<file path="src/rtl/adc_scan_selector.sv">
// ADC channel selector configured over the UART byte stream, with fixed and
// mask-scan modes, error/timeout reporting and glitch-free sample clock gating.
module adc_scan_selector #(
    parameter int unsigned WIDTH      = 8,
    parameter int unsigned N_ADC      = 4,
    parameter int unsigned DEFAULT_CH = 0,
    parameter int unsigned TIMEOUT    = 1000000,
    localparam int unsigned CH_W      = $clog2(N_ADC)
) (
    input  logic                     clk,
    input  logic                     rst,
    input  logic                     activate,
    output logic                     done,
    output logic                     err,
    input  logic [7:0]               rx_data,
    input  logic                     rx_ready,
    input  logic [N_ADC*WIDTH-1:0]   adc_data_in,
    output logic [N_ADC-1:0]         adc_clk_out,
    output logic [WIDTH-1:0]         adc_data,
    input  logic                     adc_clk,
    output logic [CH_W-1:0]          adc_sel,
    output logic                     scan_mode
);

    localparam int unsigned TW = (TIMEOUT > 1) ? $clog2(TIMEOUT) : 1;

    localparam logic [2:0] S_IDLE  = 3'd0;
    localparam logic [2:0] S_CMD   = 3'd1;
    localparam logic [2:0] S_MASK  = 3'd2;
    localparam logic [2:0] S_APPLY = 3'd3;
    localparam logic [2:0] S_DONE  = 3'd4;

    localparam logic [N_ADC-1:0] RST_MASK = N_ADC'(1) << DEFAULT_CH;

    logic [2:0]        state, state_d;
    logic              done_d, err_d, scan_d, stg_scan, stg_scan_d;
    logic [CH_W-1:0]   sel_d, stg_sel, stg_sel_d;
    logic [N_ADC-1:0]  mask, mask_d, stg_mask, stg_mask_d;
    logic [TW-1:0]     tcnt, tcnt_d;
    logic              adc_clk_q;

    logic [WIDTH-1:0]  ch_data [N_ADC];
    logic [CH_W-1:0]   scan_low, scan_above, scan_nxt, rx_low;
    logic              has_above;
    logic [N_ADC-1:0]  rx_mask;
    logic [6:0]        ch;
    logic              ch_ok, tmo, adc_fall;
    logic [CH_W-1:0]   ch_idx;

    for (genvar g = 0; g < int'(N_ADC); g++) begin : g_unpack
        assign ch_data[g] = adc_data_in[g*WIDTH +: WIDTH];
    end

    // Output mux and clock gating follow the registered selection only
    always_comb begin
        adc_data    = '0;
        adc_clk_out = '0;
        for (int j = 0; j < int'(N_ADC); j++) begin
            if (adc_sel == CH_W'(j)) begin
                adc_data               = ch_data[CH_W'(j)];
                adc_clk_out[CH_W'(j)]  = adc_clk;
            end
        end
    end

    // Next enabled channel above the current one, else wrap to the lowest
    always_comb begin
        scan_low   = '0;
        scan_above = '0;
        has_above  = 1'b0;
        rx_low     = '0;
        for (int j = int'(N_ADC) - 1; j >= 0; j--) begin
            if (mask[CH_W'(j)]) begin
                scan_low = CH_W'(j);
                if (j > int'(adc_sel)) begin
                    scan_above = CH_W'(j);
                    has_above  = 1'b1;
                end
            end
            if (rx_mask[CH_W'(j)]) begin
                rx_low = CH_W'(j);
            end
        end
        scan_nxt = has_above ? scan_above : scan_low;
    end

    assign rx_mask  = rx_data[N_ADC-1:0];
    assign ch       = rx_data[6:0];
    assign ch_ok    = (ch != 7'd0) && (ch <= 7'(N_ADC));
    assign ch_idx   = CH_W'(ch - 7'd1);
    assign tmo      = (tcnt == TW'(TIMEOUT - 1));
    assign adc_fall = adc_clk_q & ~adc_clk;

    always_comb begin
        state_d    = state;
        done_d     = done;
        err_d      = err;
        sel_d      = adc_sel;
        mask_d     = mask;
        scan_d     = scan_mode;
        stg_sel_d  = stg_sel;
        stg_mask_d = stg_mask;
        stg_scan_d = stg_scan;
        tcnt_d     = tcnt;

        if (scan_mode && adc_fall) begin
            sel_d = scan_nxt;
        end

        case (state)
            S_IDLE: begin
                done_d = 1'b0;
                if (activate) begin
                    err_d   = 1'b0;
                    tcnt_d  = '0;
                    state_d = S_CMD;
                end
            end
            S_CMD: begin
                if (!activate) begin
                    state_d = S_IDLE;
                end else if (rx_ready) begin
                    tcnt_d = '0;
                    if (rx_data[7]) begin
                        state_d = S_MASK;
                    end else if (ch_ok) begin
                        stg_sel_d  = ch_idx;
                        stg_mask_d = N_ADC'(1) << ch_idx;
                        stg_scan_d = 1'b0;
                        state_d    = S_APPLY;
                    end else begin
                        err_d   = 1'b1;
                        done_d  = 1'b1;
                        state_d = S_DONE;
                    end
                end else if (tmo) begin
                    err_d   = 1'b1;
                    done_d  = 1'b1;
                    state_d = S_DONE;
                end else begin
                    tcnt_d = tcnt + TW'(1);
                end
            end
            S_MASK: begin
                if (!activate) begin
                    state_d = S_IDLE;
                end else if (rx_ready) begin
                    tcnt_d = '0;
                    if (rx_mask != '0) begin
                        stg_sel_d  = rx_low;
                        stg_mask_d = rx_mask;
                        stg_scan_d = 1'b1;
                        state_d    = S_APPLY;
                    end else begin
                        err_d   = 1'b1;
                        done_d  = 1'b1;
                        state_d = S_DONE;
                    end
                end else if (tmo) begin
                    err_d   = 1'b1;
                    done_d  = 1'b1;
                    state_d = S_DONE;
                end else begin
                    tcnt_d = tcnt + TW'(1);
                end
            end
            S_APPLY: begin
                // Commit only while the strobe is low; overrides a same-cycle scan step
                if (!adc_clk) begin
                    sel_d   = stg_sel;
                    mask_d  = stg_mask;
                    scan_d  = stg_scan;
                    done_d  = 1'b1;
                    state_d = S_DONE;
                end
            end
            S_DONE: begin
                done_d = 1'b1;
                if (!activate) begin
                    done_d  = 1'b0;
                    state_d = S_IDLE;
                end
            end
            default: begin
                state_d = S_IDLE;
            end
        endcase
    end

    always_ff @(posedge clk or negedge rst) begin
        if (!rst) begin
            state     <= S_IDLE;
            done      <= 1'b0;
            err       <= 1'b0;
            adc_sel   <= CH_W'(DEFAULT_CH);
            mask      <= RST_MASK;
            scan_mode <= 1'b0;
            stg_sel   <= CH_W'(DEFAULT_CH);
            stg_mask  <= RST_MASK;
            stg_scan  <= 1'b0;
            tcnt      <= '0;
            adc_clk_q <= 1'b0;
        end else begin
            state     <= state_d;
            done      <= done_d;
            err       <= err_d;
            adc_sel   <= sel_d;
            mask      <= mask_d;
            scan_mode <= scan_d;
            stg_sel   <= stg_sel_d;
            stg_mask  <= stg_mask_d;
            stg_scan  <= stg_scan_d;
            tcnt      <= tcnt_d;
            adc_clk_q <= adc_clk;
        end
    end

endmodule

</file>
<file path="config.mk">
export PLATFORM = sky130hd
export DESIGN_NAME = adc_scan_selector
export DESIGN_NICKNAME = d
export VERILOG_FILES = /design/src/rtl/adc_scan_selector.sv
export SDC_FILE = /design/constraint.sdc
export NUM_CORES = 1
export LEC_CHECK = 0
export CORE_MARGIN = 1
export CORE_UTILIZATION = 30
export DETAILED_ROUTE_END_ITERATION = 8
export SYNTH_ARGS = -nofsm -noshare
export SYNTH_HDL_FRONTEND = slang
export SYNTH_SLANG_ARGS = --single-unit
</file>
<file path="constraint.sdc">
create_clock -name clk -period 2.2 [get_ports clk]
set_input_delay 0.22 -clock clk [delete_from_list [all_inputs] [get_ports clk]]
set_output_delay 0.22 -clock clk [all_outputs]
set_load 0.01 [all_outputs]
</file>
==> results_dict.tcl <==
set metrics [dict create \
    crit_path_max_incr_delay_ns 0.67 \
    run_status "finished, final reports clean" \
    postLayoutSetupSlackWorst_ns 0.219 \
    fp.coreArea_um2 6940 \
    rsz0062_at_grt "no" \
    clk-insertion-delay-late_ns 0.29 \
    tightestPinTransition_ns 0.529 \
    globalRoute.totalOverflow 0 \
    critPathSlowestCell "sky130_fd_sc_hd__dfrtp_1" \
    ioPinCount 62 \
    cp-end-kind "primary output" \
    post_cts.resized_instances 0 \
    totalWireLength_um 5370 \
    worst-r2r-setup-slack_ns 0.27 \
    setup_viol_count_final 0 \
    final_net_count 350 \
    cellInternalPower_uw 1530 \
    insertedDiodeCount 0 \
    routed_via_density 5.14 \
    peakVddDrop_uv 352 \
    dr.pass1.iters 4 \
    number_of_global_route_vias_before_repair 1912 \
    place.port_buffers 43 \
    post_route_cells_drive_above_1_share_pct 15.8 \
    async_flop_share_pct 100 \
    track_usage_pct 15.1 \
    worstSetupStartpointType "flop" \
    detailed_route_wire_length_per_cell_um 13.4 \
    fin_setup_tns_ns 0 \
    number_of_placement_rows 30 \
    synthCells 246 \
    power_density_nw_per_um2 837 \
    final_hold_vio_count 0 \
    synthesis_to_finish_area_growth_pct 32.4 \
    synthDominantAreaCellType "sky130_fd_sc_hd__dfrtp_1" \
    slew-limit-headroom_pct 64.5 \
    synth_area_per_cell_um2 8.92 \
    clk_pin_slew_worst_paths_ns 0.07 \
    p_switching_uw 901 \
    max-clock-path-buffers 2 \
    period_utilisation_layout_pct 90.0 \
    synth.area.top_cells "sky130_fd_sc_hd__dfrtp_1, sky130_fd_sc_hd__nor2_1, sky130_fd_sc_hd__mux2i_1" \
    synth_flop_cell "sky130_fd_sc_hd__dfrtp_1" \
    final.fill_count 701 \
    cts_sinks 32 \
    cp_max_fo 12 \
    synth_enable_flop_cells 0 \
    worst-path-buf-inv 1 \
    max_freq_ghz 0.505 \
    seq_power_share_pct 33.8 \
    pin_count_of_the_biggest_net_entering_global_routing 33 \
    tritoncts "yes" \
    cts_buffers 5 \
    cap_viol_max_count 0 \
    synth_warnings 0 \
    netlist.area_leader.share_pct 36.5 \
    timing.critical_path.cells "mux2i_1 -> nor2_1 -> clkdlybuf4s50_1" \
    min-delay-path-class "input pin to async pin" \
    comb_power_share_pct 46.6 \
    die_area_um2 7660 \
    worst-endpoint-arrival_ns 1.76 \
    skew_ns 0.00721 \
    antenna_violations_before_repair 0 \
    cts-root-buf "sky130_fd_sc_hd__clkbuf_8" \
    start_util_pct 31.6 \
    die_width_um 87.5 \
    power_leakage_uw 0.00117 \
    crit_path_time_final_ns 1.98 \
    post_cts_hold_buffer_count 0 \
    clock_tree.htree_level_count 2 \
    power_share_of_the_clock_group_pct 19.6 \
    worst_path_dominant_cell_family "flip-flops" \
    post-cts-setup-buffers 0 \
    syn-cell-area_um2 2190 \
    net_switching_fraction_of_the_power_pct 37.1 \
    final_max_slew_viol_count 0 \
    synth_cell_types 61 \
    worst-endpoint-required_ns 1.98 \
    dpl_worst_slack_ns 0.0232 \
    dpl.hpwl_um 4000 \
    drt-initial-drc-count 102 \
    ant_nets 0 \
    grt_first_pass_wirelength_um 9030 \
    synth.ff_latch_count 32 \
    routabilityCongestion 0.765 \
    drc 0 \
    setup_crit_path_kind "flop to primary output" \
    die_y_um 87.5 \
    dr_total_vias 2057 \
    synth_seq_area_share_pct 36.5 \
]
[power by group through the flow]
stage               Clock (uW)  Sequential, uW  Combinational, uW
floorplan                    0             773                683
global placement             0             835               1120
detailed placement           0             836               1130
CTS                        485             825               1140
global route               516             839               1250
finish                     477             822               1130
[synthesized netlist by cell type (all sizes together), types with 4 or more instances]
master	n
nor3	4
nand4	6
mux2i	8
nor2	28
o31ai	6
nand2b	5
o21ai	15
or4	5
nor4	9
nand3	12
nand2	18
buf	8
or3	5
inv	9
clkbuf	5
nor2b	6
dfrtp	32
a21oi	12
xnor2	7
mux2	4
and3	6
[cell type report]
class                   count  area, um^2  area share (%)
inverters                   9        33.8            1.16
clock buffers               6        82.6            2.84
repair buffers             62         573            19.7
well taps                  96         120            4.14
flip-flops and latches     32         801            27.6
clock inverters             2        10.0           0.345
multi-input cells         193        1280            44.2
[stage by stage]
step	cell area [um^2]	hold slack (ns)	total power (uW)	utilization (%)	std cells
final	2900	0.328	2430	41.8	400
after global routing	2900	0.378	2610	41.8	400
after CTS	2900	0.352	2450	41.8	400
after detailed placement	2810	0.498	1970	40.5	392
after global placement	2810	0.492	1950	40.5	392
after floorplan	2200	-0.0756	1460	-	247
[placed cells by master, fill, tap and decap left out, types with 7 or more instances in the layout]
cell type | synthesis | final
sky130_fd_sc_hd__clkdlybuf4s50_1 | 0 | 43
sky130_fd_sc_hd__dfrtp_1 | 32 | 32
sky130_fd_sc_hd__nor2_1 | 28 | 28
sky130_fd_sc_hd__buf_4 | 3 | 19
sky130_fd_sc_hd__nand2_1 | 18 | 18
sky130_fd_sc_hd__o21ai_0 | 13 | 13
sky130_fd_sc_hd__a21oi_1 | 11 | 11
sky130_fd_sc_hd__nand3_1 | 10 | 10
sky130_fd_sc_hd__inv_1 | 9 | 9
sky130_fd_sc_hd__mux2i_1 | 8 | 8
sky130_fd_sc_hd__nor4_1 | 7 | 7
sky130_fd_sc_hd__xnor2_1 | 7 | 7
[registers in the layout, summed over array words and instances, names as in the netlist, named ones only]
name and flops:
tcnt 20, err 1, scan_mode 1, state 3
adc_sel 1, stg_scan 1, adc_clk_q 1, done 1
stg_sel 2
[worst paths after layout]
path	from	end	depth (start not counted)
setup reg to reg	tcnt[0]	tcnt[10]	6
hold / removal	rst	stg_sel[0]	2
hold reg to reg	stg_scan	stg_scan	1
setup / recovery	flop	adc_data[2]	3
max in group asynchronous	rst	tcnt[12]	2
min in group clk	stg_scan	stg_scan	1
[layer usage]
metal	global-route usage [%]	part of all wire, %
met4	5.66	1.3
met1	19.9	48
met2	23.8	44
met3	4.17	7.1
met5	0	0
[cells by family (layout without fill, tap and decap cells)]
family | Yosys count | after routing | share of synthesized area, %
AO/OA/AOI/OAI | 51 | 51 | 16.1
XOR/XNOR | 8 | 8 | 3.19
multiplexers | 12 | 12 | 5.70
adder cells (fa/ha/maj) | 2 | 2 | 1.14
flip-flops | 32 | 32 | 36.5
AND/OR/NAND/NOR | 118 | 118 | 32.0
other | 1 | 2 | 0.171
buffers and inverters | 22 | 79 | 5.13
Power figures use the tool's default switching activity.
